===== config.mk =====
export PLATFORM = sky130hd
export DESIGN_NAME = mmio_uart_tx
export DESIGN_NICKNAME = d
export VERILOG_FILES = /design/src/rtl/mmio_uart_tx.sv
export SDC_FILE = /design/constraint.sdc
export NUM_CORES = 1
export LEC_CHECK = 0
export CAP_MARGIN = 20
export CELL_PAD_IN_SITES_DETAIL_PLACEMENT = 1
export CELL_PAD_IN_SITES_GLOBAL_PLACEMENT = 2
export CORE_UTILIZATION = 29
export CTS_CLUSTER_DIAMETER = 50
export DETAILED_ROUTE_END_ITERATION = 6
export GPL_TIMING_DRIVEN = 0
export PLACE_DENSITY_LB_ADDON = 0.2
export SYNTH_ARGS = -nofsm -noshare
export SYNTH_HDL_FRONTEND = slang
export SYNTH_SLANG_ARGS = --single-unit
export TNS_END_PERCENT = 100

===== constraint.sdc =====
create_clock -name clk -period 2.52 [get_ports clk]
set_clock_uncertainty 0.15 [all_clocks]
set_input_delay 0.378 -clock clk [delete_from_list [all_inputs] [get_ports clk]]
set_output_delay 0.378 -clock clk [all_outputs]
set_load 0.02 [all_outputs]

===== src/rtl/mmio_uart_tx.sv =====
// Memory-mapped 8N1 UART transmitter with a small byte FIFO on the CPU data-memory port.
// Define UART_PARITY_EN to insert an even-parity bit between the data bits and the stop bit.
module mmio_uart_tx #(
    parameter logic [31:0] BASE_ADDR = 32'h0000_7F00,
    parameter int          CLK_DIV   = 868,
    parameter int          FIFO_AW   = 2
) (
    input  logic        clk,
    input  logic        rst_n,
    input  logic        mem_we,
    input  logic        mem_read,
    input  logic [31:0] mem_wa,
    input  logic [31:0] mem_din,
    output logic        sel,
    output logic [31:0] rdata,
    output logic        txd,
    output logic        tx_busy
);

    localparam int                 DEPTH     = 1 << FIFO_AW;
    localparam logic [FIFO_AW:0]   DEPTH_CNT = DEPTH[FIFO_AW:0];
    localparam logic [15:0]        BAUD_LAST = 16'(CLK_DIV - 1);

    localparam logic [2:0] ST_IDLE   = 3'd0;
    localparam logic [2:0] ST_START  = 3'd1;
    localparam logic [2:0] ST_DATA   = 3'd2;
    localparam logic [2:0] ST_STOP   = 3'd4;
`ifdef UART_PARITY_EN
    localparam logic [2:0] ST_PARITY = 3'd3;
    localparam logic       PARITY_FLAG = 1'b1;
`else
    localparam logic       PARITY_FLAG = 1'b0;
`endif

    localparam logic [1:0] OFF_TXDATA  = 2'd0;
    localparam logic [1:0] OFF_STATUS  = 2'd1;
    localparam logic [1:0] OFF_TXCOUNT = 2'd2;

    logic [7:0]         fifo_mem [DEPTH];
    logic [FIFO_AW-1:0] wr_ptr;
    logic [FIFO_AW-1:0] rd_ptr;
    logic [FIFO_AW:0]   fifo_cnt;
    logic               fifo_full;
    logic               fifo_empty;
    logic [2:0]         cnt3;

    logic [2:0]  state;
    logic [2:0]  state_nxt;
    logic [15:0] baud_cnt;
    logic        baud_done;
    logic [2:0]  bit_idx;
    logic [7:0]  shreg;
    logic        txd_q;
    logic        txd_nxt;
    logic        busy_q;
    logic        overflow;
    logic [31:0] tx_count;

    logic [1:0]  reg_off;
    logic        wr_hit;
    logic        push_req;
    logic        push_ok;
    logic        pop;
    logic        ovf_set;
    logic        ovf_clr;
    logic [31:0] status;
    logic        unused_bits;

`ifdef UART_PARITY_EN
    function automatic logic even_parity(input logic [7:0] b);
        return ^b;
    endfunction
`endif

    assign unused_bits = ^{mem_wa[1:0], mem_din[31:8]};

    // Address decode and write strobes
    assign sel        = (mem_wa[31:4] == BASE_ADDR[31:4]);
    assign reg_off    = mem_wa[3:2];
    assign wr_hit     = mem_we && sel;
    assign fifo_full  = (fifo_cnt == DEPTH_CNT);
    assign fifo_empty = (fifo_cnt == '0);
    assign cnt3       = 3'(fifo_cnt);
    assign pop        = (state == ST_IDLE) && !fifo_empty;
    assign push_req   = wr_hit && (reg_off == OFF_TXDATA);
    // A pop in the same cycle frees a slot, so a full FIFO still accepts the byte.
    assign push_ok    = push_req && (!fifo_full || pop);
    assign ovf_set    = push_req && !push_ok;
    assign ovf_clr    = wr_hit && (reg_off == OFF_STATUS) && mem_din[3];
    assign baud_done  = (baud_cnt == BAUD_LAST);

    assign status = {24'd0, PARITY_FLAG, cnt3, overflow, busy_q, fifo_empty, fifo_full};

    always_comb begin
        rdata = '0;
        if (mem_read && sel) begin
            case (reg_off)
                OFF_STATUS:  rdata = status;
                OFF_TXCOUNT: rdata = tx_count;
                default:     rdata = '0;
            endcase
        end
    end

    // FIFO storage is data only; pointers and count carry the reset
    always_ff @(posedge clk) begin
        if (push_ok) begin
            fifo_mem[wr_ptr] <= mem_din[7:0];
        end
        if (pop) begin
            shreg <= fifo_mem[rd_ptr];
        end
    end

    always_ff @(posedge clk) begin
        if (!rst_n) begin
            wr_ptr   <= '0;
            rd_ptr   <= '0;
            fifo_cnt <= '0;
            overflow <= 1'b0;
        end else begin
            if (push_ok) begin
                wr_ptr <= wr_ptr + 1'b1;
            end
            if (pop) begin
                rd_ptr <= rd_ptr + 1'b1;
            end
            case ({push_ok, pop})
                2'b10:   fifo_cnt <= fifo_cnt + 1'b1;
                2'b01:   fifo_cnt <= fifo_cnt - 1'b1;
                default: fifo_cnt <= fifo_cnt;
            endcase
            if (ovf_set) begin
                overflow <= 1'b1;
            end else if (ovf_clr) begin
                overflow <= 1'b0;
            end
        end
    end

    // Frame sequencer
    always_comb begin
        state_nxt = state;
        case (state)
            ST_IDLE: begin
                if (pop) state_nxt = ST_START;
            end
            ST_START: begin
                if (baud_done) state_nxt = ST_DATA;
            end
            ST_DATA: begin
`ifdef UART_PARITY_EN
                if (baud_done && (bit_idx == 3'd7)) state_nxt = ST_PARITY;
`else
                if (baud_done && (bit_idx == 3'd7)) state_nxt = ST_STOP;
`endif
            end
`ifdef UART_PARITY_EN
            ST_PARITY: begin
                if (baud_done) state_nxt = ST_STOP;
            end
`endif
            ST_STOP: begin
                if (baud_done) state_nxt = ST_IDLE;
            end
            default: state_nxt = ST_IDLE;
        endcase
    end

    // txd follows the current state one cycle later, so every bit keeps a full CLK_DIV period.
    always_comb begin
        txd_nxt = 1'b1;
        case (state)
            ST_START:  txd_nxt = 1'b0;
            ST_DATA:   txd_nxt = shreg[bit_idx];
`ifdef UART_PARITY_EN
            ST_PARITY: txd_nxt = even_parity(shreg);
`endif
            default:   txd_nxt = 1'b1;
        endcase
    end

    always_ff @(posedge clk) begin
        if (!rst_n) begin
            state    <= ST_IDLE;
            baud_cnt <= '0;
            bit_idx  <= '0;
            txd_q    <= 1'b1;
            busy_q   <= 1'b0;
            tx_count <= '0;
        end else begin
            state  <= state_nxt;
            txd_q  <= txd_nxt;
            busy_q <= (state_nxt != ST_IDLE);
            if ((state == ST_IDLE) || baud_done) begin
                baud_cnt <= '0;
            end else begin
                baud_cnt <= baud_cnt + 16'd1;
            end
            if (pop) begin
                bit_idx <= '0;
            end else if ((state == ST_DATA) && baud_done) begin
                bit_idx <= bit_idx + 3'd1;
            end
            if ((state == ST_STOP) && baud_done) begin
                tx_count <= tx_count + 32'd1;
            end
        end
    end

    assign txd     = txd_q;
    assign tx_busy = busy_q;

endmodule


==> run metrics, run 1 <==
status finished clean; hold path start baud_cnt[0]; hpwl dp 8798 µm; Rows 47; share of cells above drive strength 1 0.2596; final hold violation count 0; I/O Buffers 76; Worst R2R Setup Slack ~0.19 ns; first-pass GRT wire length 20270 µm; Net Count, Synth 550; Core ar. ~17000 µm²; WL/cell roughly 15 µm; Mean Syn Cell Area 10.68 µm²; layout net count about 650; mapped cell area between 5000 and 6000 µm²; DP Cell Count ~770; Worst Reg-to-Reg Cells 6; Final setup viols 0; post-route ant nets 0; ranking of synthesized cells by area dfxtp_1, edfxtp_1, xnor2_1; max-cap violations 0; Min Clock Period, post-route 2.445 ns; ant diodes 0; RR Startpoint state[2]; f_max between 400 and 500 MHz; P_leak roughly 2.3 nW; CP max FO 7; total grt overflow 0; drt drc 0; CP startpoint kind input pin; post-synthesis register bit count 104; cts bufs inserted 9; cell taking the most area after synthesis dfxtp_1; fill count 1834; H-tree depth 3; GRT Overall Usage 0.1463; clk buf depth 2; final wirelength 12170 µm; Async S/R FF share, synth 0; Setup CP Type input pin to output port; Chip Height 133.6 µm; num ports 103; Yosys cell types 59; Worst Tran Pin Value 0.8182 ns; 1st-pass router iterations 4; Initial Util 0.2994; Design Power between 4 and 5 mW; cell area after layout 6571 µm²; sequential area share after synthesis 0.4946; Crit. End Element output port; insertion delay to the later sink of the worst-skew pair 0.36 ns; vias in the first global route ~4000; Final Max Tran Viols 0; Clock transition at path regs 0.08 ns; vias per cell between 4 and 5; number of synthesized flops with an enable pin 40; Root Buffer clkbuf_16; Non-Filler Instances 790; placed instance area 6103 µm²; largest net degree at the start of global routing 23; Die Wd roughly 130 µm; Data arrival, critical path ~1.9 ns; Primary FF master, synth dfxtp_1; P&R area growth vs syn 30.94%; r2r endpoint tx_count[31]; First DRT Iteration DRCs 100; PwrDens 628.3 nW/µm²; vias around 3800; fin crit share 0.9701; Max-slew headroom 0.4545; CTS hold repair buffers 0; Die ar. 17840 µm²; top cell type's share of synthesized area 0.2553; RSZ-0062 raised after global routing true; HP Class register to register; Synth Instances 470; VDD IR-drop max 0.0005910 V; initial antenna violation count 0; Synthesis Warnings 0; Worst Path Required just under 2 ns; Hold Path Depth 1; CTS tree yes; Hold Path End baud_cnt[0]; total clock sinks 104; Final Wtd Congestion 0.7290
stage by stage:
| stage | util | setup WS [ns] | hold WS (ns) | setup TNS (ns) |
|---|---|---|---|---|
| after floorplan | - | -0.007226 | 0.2761 | -0.007226 |
| after detailed placement | 0.3642 | -1.304 | 0.3107 | -57.14 |
| after global placement | 0.3642 | -1.297 | 0.2918 | -55.66 |
| after CTS | 0.3868 | 0.005659 | 0.3298 | 0 |
| after global routing | 0.3921 | -0.01594 | 0.3624 | -0.09574 |
| final | 0.3921 | 0.07525 | 0.3256 | 0 |
state kept, by name, summed over array words and instances (netlist names):
signal,flops
cnt3,3
shreg,8
wr_ptr,2
tx_busy,1
fifo_mem,32
overflow,1
txd,1
state,3
baud_cnt,16
tx_count,32
bit_idx,3
rd_ptr,2
synthesized netlist by cell type, types with 3 or more instances:
library cell and number:
dfxtp_1 64, nor2_1 55, edfxtp_1 40, and2_1 29, nand2_1 28, xnor2_1 26, nand3_1 20, nor4_1 18
inv_1 17, a21oi_1 13, clkbuf_1 11, ha_1 11, nor3_1 11, xor2_1 11, mux4_2 10, or4_1 8
mux2i_1 7, o21ai_0 7, o31ai_1 7, a22oi_1 6, and4_1 6, or3_1 6, and3_1 5, nand4_1 5
buf_2 3, nand2b_1 3, nor4b_1 3
cells by family (layout without fill, tap and decap cells):
| logic type | Yosys count | count (layout) | synth area share |
|---|---|---|---|
| flops | 104 | 104 | 0.4946 |
| simple gates | 221 | 221 | 0.2623 |
| fa+ha+maj | 12 | 12 | 0.03141 |
| compound gates | 40 | 40 | 0.05061 |
| mux | 19 | 19 | 0.06333 |
| xor+xnor | 37 | 37 | 0.06457 |
| buf+inv | 37 | 137 | 0.03316 |
timing repair:
| action | 4_1_cts | 5_1_grt |
|---|---|---|
| gates resized for setup | 247 | 53 |
| endpoints found under the setup margin | 66 | 52 |
| setup buffers | 6 | 1 |
| pin swaps | 11 | 10 |
| gates cloned | 2 | 0 |
metal layers:
metal | routed length, µm | part of all wire | vias to the layer above | track usage
li1 | - | - | 1889 | -
met1 | 5745 | 0.47 | 1836 | 0.1853
met2 | 5822 | 0.48 | 76 | 0.2468
met3 | 462 | 0.038 | 9 | 0.03311
met4 | 143 | 0.012 | 0 | 0.04545
met5 | 0 | 0 | - | 0
worst max path at each step:
stage | from | to | slack, ns | cells after the start
5_1_grt | mem_wa[12] | rdata[11] | -0.02 | 8
3_5_place_dp | mem_wa[12] | rdata[11] | -1.30 | 8
6_report | mem_wa[17] | rdata[11] | 0.08 | 8
3_3_place_gp | mem_wa[12] | rdata[11] | -1.30 | 8
2_1_floorplan | mem_wa[27] | cnt3[2] | -0.007 | 8
4_1_cts | mem_wa[16] | rdata[11] | 0.006 | 8
cell usage in the layout (no fill, tap or decap), types with 4 or more instances in the layout:
cell type and count:
clkdlybuf4s50_1 15, nand2_1 27, buf_2 14, or3_1 6
clkbuf_16 9, and4_1 6, xor2_1 11, clkbuf_2 6
mux4_2 10, o21ai_0 7, nor2_2 5, nor2_1 50
dlygate4sd2_1 10, a22oi_1 6, ha_1 9, xnor2_1 26
clkdlybuf4s15_1 5, clkinv_8 4, inv_1 17, buf_4 6
nor3_1 10, and2_4 23, a21oi_1 13, mux2i_1 7
buf_6 32, clkbuf_1 11, edfxtp_1 40, or4_1 7
nor4_1 16, o31ai_1 7, nand3_1 19, dfxtp_1 64
and2_1 5, and3_1 4, nand4_1 5
worst max-delay path, cell delays in order:
cell and delay, ns:
clkdlybuf4s15_1 0.17, nor4b_2 0.20, nand4_1 0.21, nor3_4 0.24, and3_4 0.31, buf_6 0.15
and2_4 0.14, buf_6 0.11
final cells by class:
cell class / count / area (µm²) / share of cell area
inverter: 18 / 67.56 / 0.01028
multi-input combinational: 329 / 2551 / 0.3882
clock buffer: 9 / 225.2 / 0.03427
buffer: 18 / 107.6 / 0.01637
clock inverter: 7 / 91.34 / 0.01390
timing repair buffer: 85 / 770.7 / 0.1173
tap: 220 / 275.3 / 0.04189
sequential: 104 / 2482 / 0.3778
where the power goes:
group          switching [mW]  internal, mW  total [mW]
sequential             0.0735          1.89        1.97
clock                   0.731         0.716        1.45
combinational           0.383         0.330       0.713
Power figures use the tool's default switching activity.
==> run 2, diff against run 1 <==
ABC_CLOCK_PERIOD_IN_PS = 2520   (was default)
CORE_UTILIZATION = 27   (was 29)
==> run 2 against run 1 <==
  * The run now ends with design-rule violations left
  * Highest routed layer unchanged
  * Combinational power rose by 0.6%
  * Maximum frequency fell by 1.6%
  * Critical endpoint unchanged
  * Clock-buffer cell count did not move
  * Clock power barely moved
  * Largest cell class unchanged
  * Sequential power barely moved
  * Critical path depth fell by 1
  * Final area rose by 1.5%
  * Total power rose by 0.47%
  * Non-clock buffer count rose by 4
==> run metrics, run 2 (synthesis gave the netlist of run 1 again) <==
Worst Path Required 1.99 ns (about the same); CP startpoint kind input pin; CTS hold repair buffers 0 (unchanged); First DRT Iteration DRCs 134 (+34%); cts bufs inserted 9 (unchanged); pre-CTS worst setup slack -1.317 ns (-0.01329 ns); first-pass GRT wire length 20850 µm (+2.9%); hpwl dp 9154 µm (+4.0%); CP max FO 7 (unchanged); Max stage delay cell, worst path or4_4; drt drc 8 (+8); Min Clock Period, post-route 2.485 ns (+0.03984 ns); Clock transition at path regs 0.08 ns (about the same); Initial Util 0.2775 (-0.02196); most frequent CP cell buf_6; Die ar. 19140 µm² (+7.3%); fill count 1998 (+8.9%); CTS tree yes; RR Startpoint state[2]; clk buf depth 2 (unchanged); total grt overflow 0 (unchanged); Core ar. 18090 µm² (+7.9%); final worst slack 0.03541 ns (-0.03984 ns); hold path start baud_cnt[0]; num ports 103 (unchanged); I/O Buffers 76 (unchanged); most common cell after layout, fill and taps aside dfxtp_1; Crit. End Element output port; Final setup viols 0 (unchanged); Data arrival, critical path 1.96 ns (+0.04 ns); Rows 49 (+4.3%); ant diodes 0 (unchanged); vias in the first global route 4096 (+3.1%); status finished with violations; fin crit share 0.9859 (+0.01581); failing checks design-rule violations; Final Wtd Congestion 0.7234 (-0.77%); 1st-pass router iterations 6 (+2); P&R area growth vs syn 32.88%; Design Power 4.148 mW (+0.47%); Die Wd 138.3 µm (+3.6%); Worst Tran Pin Value 0.7896 ns (-0.02858 ns); vias per cell 4.809 (-0.28%); share of cells above drive strength 1 0.2700 (+0.01039); Max-slew headroom 0.4736 (+0.01905); Final Max Tran Viols 0 (unchanged); H-tree depth 3 (unchanged); total clock sinks 104 (unchanged); largest registers fifo_mem (32), tx_count (32), baud_cnt (16); insertion delay to the later sink of the worst-skew pair 0.35 ns (about the same); Root Buffer clkbuf_16; final wirelength 12530 µm (+2.9%); max-cap violations 0 (unchanged); final hold violation count 0 (unchanged); slowest stage delay, CP 0.55 ns (+0.24 ns); f_max 402.5 MHz (-1.6%); critical path launch point mem_wa[28]; VDD IR-drop max 0.0003206 V (-46%); most frequent cells in the layout dfxtp_1, nor2_1, edfxtp_1; vias 3862 (+1.4%); P_leak 2.348 nW (+0.57%); HP Class register to register; layout net count 649 (+0.62%); initial antenna violation count 0 (unchanged); GRT Overall Usage 0.1362 (-0.01013); multi-input logic area 2581 µm² (+1.2%); largest net degree at the start of global routing 23 (unchanged); Setup CP Type input pin to output port; Chip Height 138.3 µm (+3.6%); CP cell instances clkbuf_2 > or4_4 > nor3_4 > and3_4 > buf_6 > and2_4 > buf_6; Reg area 2482 µm² (unchanged); PwrDens 622.0 nW/µm² (-1.0%); RSZ-0062 raised after global routing true; WL/cell 15.60 µm (+1.2%); post-route ant nets 0 (unchanged)
-- run 2: changes by cell type in the layout (fill, tap and decap cells not counted), moves of 2 or more --
cell,previous run,this run
and2_1,5,3
buf_2,14,11
buf_4,6,10
buf_6,32,36
clkbuf_2,6,4
dlygate4sd2_1,10,13
nor2_1,50,48
nor2_2,5,1
nor2_4,0,6
-- run 2: per-stage QoR --
step,area (µm²),hold slack [ns],instances,TNS [ns],util
final,6669,0.3228,803,0,0.3687
after global routing,6669,0.3463,803,-0.5711,0.3687
after CTS,6595,0.3291,801,0,0.3646
after global placement,6115,0.2936,775,-56.62,0.3381
after floorplan,5067,0.2761,470,-0.007226,-
after detailed placement,6115,0.3092,775,-58.55,0.3381
-- run 2: metal layers --
layer	part of all wire	vias up	GRT usage
li1	-	1897	-
met1	0.47	1877	0.1753
met2	0.48	82	0.2292
met3	0.041	6	0.02806
met4	0.0071	0	0.04080
met5	0	-	0
-- run 2: critical path, delay by kind of cell --
family,cells,cell delay [ns]
buffers and inverters,3,0.33
AND/OR/NAND/NOR,4,1.24
-- run 2: final timing paths --
check	endpoint	slack, ns	cells after the start
min	baud_cnt[0]	0.32	1
max reg2reg	tx_count[31]	0.16	6
max	rdata[11]	0.04	7
min reg2reg	baud_cnt[0]	0.32	1
-- run 2: repair_timing --
item / 4_1_cts / 5_1_grt
cloned: 2 / 0
gates resized for setup: 276 / 32
endpoints found under the setup margin: 66 / 69
pin swaps: 15 / 9
buffers inserted: 9 / 3
-- run 2: power breakdown --
group / leakage, nW / switching (mW) / internal, mW
Combinational: 1.32 / 0.388 / 0.330
Clock: 0.152 / 0.740 / 0.717
Sequential: 0.880 / 0.0787 / 1.90
-- run 2: area by class of cell --
| class | count | area share |
|---|---|---|
| tap | 229 | 0.04296 |
| buffer | 17 | 0.01557 |
| inverter | 18 | 0.01013 |
| multi-input combinational | 329 | 0.3871 |
| timing repair buffer | 90 | 0.1246 |
| clock buffer | 9 | 0.03377 |
| clock inverter | 7 | 0.01370 |
| sequential | 104 | 0.3722 |
==> variant 1: new RTL, flow settings as in run 2 <==
Register the inputs `mem_we`, `mem_read`, `mem_wa` and `mem_din` before use. The logic sees them one clock later.
--- a/src/rtl/mmio_uart_tx.sv
+++ b/src/rtl/mmio_uart_tx.sv
@@ -38,2 +38,14 @@
 
+    logic mem_we_q;
+    logic mem_read_q;
+    logic [31:0] mem_wa_q;
+    logic [31:0] mem_din_q;
+
+    always_ff @(posedge clk) begin
+        mem_we_q   <= mem_we;
+        mem_read_q <= mem_read;
+        mem_wa_q   <= mem_wa;
+        mem_din_q  <= mem_din;
+    end
+
     logic [7:0]         fifo_mem [DEPTH];
@@ -74,8 +86,8 @@
 
-    assign unused_bits = ^{mem_wa[1:0], mem_din[31:8]};
+    assign unused_bits = ^{mem_wa_q[1:0], mem_din_q[31:8]};
 
     // Address decode and write strobes
-    assign sel        = (mem_wa[31:4] == BASE_ADDR[31:4]);
-    assign reg_off    = mem_wa[3:2];
-    assign wr_hit     = mem_we && sel;
+    assign sel        = (mem_wa_q[31:4] == BASE_ADDR[31:4]);
+    assign reg_off    = mem_wa_q[3:2];
+    assign wr_hit     = mem_we_q && sel;
     assign fifo_full  = (fifo_cnt == DEPTH_CNT);
@@ -88,3 +100,3 @@
     assign ovf_set    = push_req && !push_ok;
-    assign ovf_clr    = wr_hit && (reg_off == OFF_STATUS) && mem_din[3];
+    assign ovf_clr    = wr_hit && (reg_off == OFF_STATUS) && mem_din_q[3];
     assign baud_done  = (baud_cnt == BAUD_LAST);
@@ -95,3 +107,3 @@
         rdata = '0;
-        if (mem_read && sel) begin
+        if (mem_read_q && sel) begin
             case (reg_off)
@@ -107,3 +119,3 @@
         if (push_ok) begin
-            fifo_mem[wr_ptr] <= mem_din[7:0];
+            fifo_mem[wr_ptr] <= mem_din_q[7:0];
         end
Check against the original RTL: not equivalent (Yosys sat finds a counterexample within 4 cycles, from zero or initial values and one cycle with rst_n low).
==> variant 1 against run 2 <==
- the run ends with negative setup slack left
- sequential cell count is 40 higher
- wire length is 9.8% higher
- worst setup slack worse by 0.28 ns
- total power is 37% higher
- fmax is 10% lower
- core utilization hardly changed
- synthesized area is 16% higher
- die area is 16% higher
- design area is 16% higher
- register-to-register slack worse by 0.02 ns
- global-route usage is 0.41 points lower
==> variant 1: results (changes against run 2) <==
Global route
  • Pin count of the biggest net entering global routing: 17 (was 23)
  • Gr usage total: 0.132 (was 0.136)
  • Met1 usage: 0.156 (was 0.175)
  • Global Route met2 Usage: 0.227 (was 0.229)

Placement
  • Place WS: -0.963 ns (was -1.32 ns)
  • GPL Wtd Cong: 0.725 (was 0.723)
  • Hpwl dp: 9920 um (was 9150 um)

Finish
  • Comb_multi_in: 336 (was 329)
  • Share of cells above drive strength 1: 0.216 (was 0.270)
  • Largest regs: fifo_mem: 32 flops, tx_count: 32 flops, mem_wa_q: 30 flops (was fifo_mem: 32 flops, tx_count: 32 flops, baud_cnt: 16 flops)
  • Fill cells: 2321 (was 1998)
  • Area grow syn2layout: 33.4% (was 32.9%)
  • Final nets: 700 (was 649)
  • Non-filler instance count after layout: 908 (was 803)
  • Sequential share of cell area: 0.423 (was 0.372)

Pwr
  • VDD IR max: 0.000415 V (was 0.000321 V)
  • Lkg Pwr: 2.80 nW (was 2.35 nW)
  • Psw: 0.00145 W (was 0.00121 W)

CTS
  • Cts repair resizes: 210 (was 276)
  • Clock sinks: 144 (was 104)
  • CTS H-tree lvls: 4 (was 3)

Synthesis
  • Yosys cell types: 57 (was 59)
  • Synth top cells by count: 104 x dfxtp_1, 44 x nor2_1, 40 x edfxtp_1, 32 x and2_1, 32 x nand2_1 (was 64 x dfxtp_1, 55 x nor2_1, 40 x edfxtp_1, 29 x and2_1, 28 x nand2_1)
  • Synth Instances: 517 (was 470)
  • Mapped Area: 5820 um2 (was 5020 um2)

Status
  • Outcome: complete, but fails checks (unchanged)
  • Failing checks: negative setup slack (was design-rule violations)

Routing
  • Vias/cell: 4.57 (was 4.81)
  • 1st-iter DRT viols: 142 (was 134)

STA
  • Worst setup margin: -0.248 ns (was 0.0354 ns)
  • # setup viols final: 32 (was 0)
  • Max-slew headroom: 0.483 (was 0.474)

Setup path
  • Crit-path max FO: 10 (was 7)
[variant 1: cell count changes in the layout (fill, tap and decap cells not counted), moves of 8 or more]
cell             before  now
clkdlybuf4s50_1      15   43
dlygate4sd2_1        13    0
and2_1                3   24
buf_2                11    3
dfxtp_1              64  103
nor2_1               48   36
and2_4               24    4
nor4_1               16    1
clkbuf_16             9   17
xnor2_1              26   10
[variant 1: per-stage QoR]
stage / total power [W] / util / setup TNS [ns]
floorplan: 0.00304 / - / 0
global placement: 0.00325 / 0.329 / -36.90
detailed placement: 0.00327 / 0.329 / -37.89
CTS: 0.00577 / 0.363 / -8.59
global route: 0.00594 / 0.368 / -10.65
finish: 0.00568 / 0.368 / -7.05
[variant 1: cell families after synthesis]
logic type | Yosys count | synth area share
muxes | 23 | 0.0612
and+or+nand+nor | 219 | 0.222
AOI/OAI and AO/OA | 58 | 0.0610
adders and majority gates | 12 | 0.0271
DFF | 144 | 0.564
buffers and inverters | 37 | 0.0290
xor gates and xnor gates | 24 | 0.0361
[variant 1: metal layers]
| metal | routed length [um] | share of wire |
|---|---|---|
| met2 | 7060 | 0.51 |
| met4 | 167 | 0.012 |
| met3 | 492 | 0.036 |
| met5 | 0 | 0 |
| met1 | 6030 | 0.44 |
[variant 1: worst paths after layout]
kind                           from  cells after the start                endpoint  slack, ns
max            mem_wa_q[27]$_DFF_P_                      6               rdata[14]      -0.25
min                      mem_din[2]                      1    mem_din_q[2]$_DFF_P_       0.24
max reg2reg    mem_wa_q[27]$_DFF_P_                      9    cnt3[2]$_SDFFE_PN0P_       0.14
min reg2reg  baud_cnt[0]$_SDFF_PP0_                      1  baud_cnt[0]$_SDFF_PP0_       0.31
==> variant 2: new RTL, config.mk and constraints of run 2 <==
Without the edit above. The parameter `FIFO_AW` goes from 2 to 1.
--- a/src/rtl/mmio_uart_tx.sv
+++ b/src/rtl/mmio_uart_tx.sv
@@ -5,3 +5,3 @@
     parameter int          CLK_DIV   = 868,
-    parameter int          FIFO_AW   = 2
+    parameter int          FIFO_AW   = 1
 ) (
Behaviour: not the same (a bounded check fails within 4 cycles, from zero or initial values and one cycle with rst_n low).
==> variant 2 against run 2 <==
- critical endpoint unchanged
- register-to-register slack got worse by 0.03 ns
- sequential cell count decreased by 19
- synthesized area down 16%
- sequential share of layout area down 3.9 points
- critical path depth rose by 2
- design area decreased by 12%
- highest routed layer unchanged
- cell count decreased by 7.7%
- the run ends with negative setup slack left
- wire length is 7.1% lower
- global-route usage rose by 1.6 points
- non-clock buffer count up 3
- worst setup slack got worse by 0.045 ns
Power is not compared: it rests on default switching activity, and its combinational part moved more than twofold at a synthesized area within 25%.
==> variant 2: results (changes against run 2) <==
Status
  • Outcome: complete, but fails checks (unchanged)
  • Failing checks: negative setup slack (was design-rule violations)

Setup path
  • Crit path DAT: 2.00 ns (was 1.96 ns)
  • RR Startpoint: baud_cnt[15]$_SDFF_PP0_ (was state[2]$_SDFF_PN0_)
  • Reg2Reg Setup Slack: 0.13 ns (was 0.16 ns)
  • Crit Reg-Reg Endpoint: tx_count[11]$_SDFFE_PN0P_ (was tx_count[31]$_SDFFE_PN0P_)
  • Crit-path max FO: 6 (was 7)
  • Worst path max stage delay: 0.26 ns (was 0.55 ns)
  • Slowest CP cell: nor3_4 (was or4_4)

CTS
  • Root Buffer: clkbuf_16 (unchanged)

Placement
  • Dpl cell area: 5240 um2 (was 6110 um2)
  • Place WS: -1.13 ns (was -1.32 ns)
  • Hpwl dp: 8360 um (was 9150 um)

STA
  • Worst-margin pin slew: 0.637 ns (was 0.790 ns)
  • # setup viols final: 15 (was 0)
  • Worst setup margin: -0.00966 ns (was 0.0354 ns)
  • Max-slew violations: 0 (unchanged)

Finish
  • Non-filler instance count after layout: 741 (was 803)
  • Final nets: 623 (was 649)
  • Largest regs: tx_count: 32 flops, baud_cnt: 16 flops, fifo_mem: 16 flops (was fifo_mem: 32 flops, tx_count: 32 flops, baud_cnt: 16 flops)
  • Number of diodes: 0 (unchanged)
  • Share of cells above drive strength 1: 0.266 (was 0.270)

Global route
  • Gr usage total: 0.152 (was 0.136)
  • Antenna violations before repair: 0 (unchanged)
  • Vias in the first global route: 3803 (was 4096)
  • Pin count of the biggest net entering global routing: 18 (was 23)
  • First-pass GRT wire length: 19100 um (was 20900 um)

Synthesis
  • Yosys cell types: 45 (was 59)
  • Top cells by area, synth: dfxtp_1 29%, edfxtp_1 17%, and2_1 4.0% (was dfxtp_1 26%, edfxtp_1 24%, xnor2_1 4.5%)
  • Synth top cells by count: 61 x dfxtp_1, 44 x nor2_1, 31 x nand2_1, 27 x and2_1, 25 x nand3_1 (was 64 x dfxtp_1, 55 x nor2_1, 40 x edfxtp_1, 29 x and2_1, 28 x nand2_1)
  • EDFF count, synth: 24 (was 40)
  • Synth Net Count: 521 (was 550)
  • Ys flop type: dfxtp_1 (unchanged)
  • Register area share after synthesis: 0.463 (was 0.495)
  • Synth Instances: 446 (was 470)

Routing
  • Vias/cell: 5.02 (was 4.81)
  • Pre-antenna DRT Iters: 4 (was 6)
  • 1st-iter DRT viols: 139 (was 134)
  • WL per Instance: 15.7 um (was 15.6 um)
## variant 2: worst max path at each step
stage | from | endpoint | cells past startpoint
after detailed placement | mem_wa[17] | rdata[25] | 9
after global routing | mem_wa[11] | rdata[11] | 9
after CTS | mem_wa[28] | rdata[22] | 8
after floorplan | mem_wa[27] | fifo_mem[1][0]$_DFFE_PP_ | 4
after global placement | mem_wa[17] | rdata[30] | 9
final | mem_wa[11] | rdata[11] | 9
## variant 2: metrics by stage
step / hold slack [ns] / setup TNS (ns) / utilization
6_report: 0.318 / -0.0946 / 0.385
5_1_grt: 0.360 / -3.56 / 0.385
4_1_cts: 0.326 / -0.705 / 0.376
3_5_place_dp: 0.310 / -55.56 / 0.344
3_3_place_gp: 0.293 / -49.87 / 0.344
2_1_floorplan: 0.280 / -1.52 / -
## variant 2: area by class of cell
type	count	area, um2
Fill cell	1732	9360
Clock buffer	9	225
Buffer	18	120
Tap cell	188	235
Inverter	8	30.0
Sequential cell	85	1950
Clock inverter	7	63.8
Multi-Input combinational cell	334	2390
Timing Repair Buffer	92	831
## variant 2: power by group
part | switching [W] | total [W] | internal, W | leakage, nW
clock network | 0.000603 | 0.00130 | 0.000694 | 0.142
registers | 0.0000000000000821 | 0.00140 | 0.00140 | 0.709
logic | 0.0000473 | 0.000105 | 0.0000576 | 1.33
## variant 2: cell families after synthesis
kind of cell             Yosys count  synth area share
adder cells (fa/ha/maj)            7            0.0209
buffers and inverters             27            0.0242
AND/OR/NAND/NOR                  230             0.309
multiplexers                      23            0.0636
flip-flops                        85             0.463
AO/OA/AOI/OAI                     52            0.0734
XOR/XNOR                          22            0.0460
## variant 2: per-layer routing
layer | routed length, um | track usage
met1 | 5120 | 0.181
met2 | 6100 | 0.271
met3 | 232 | 0.0253
met4 | 182 | 0.0617
met5 | 0 | 0
## variant 2: repair_timing
item	in CTS	in global routing
setup buffers	7	6
gates resized for setup	261	57
pin swaps	11	15
setup endpoints to repair	72	73
gates cloned	3	0
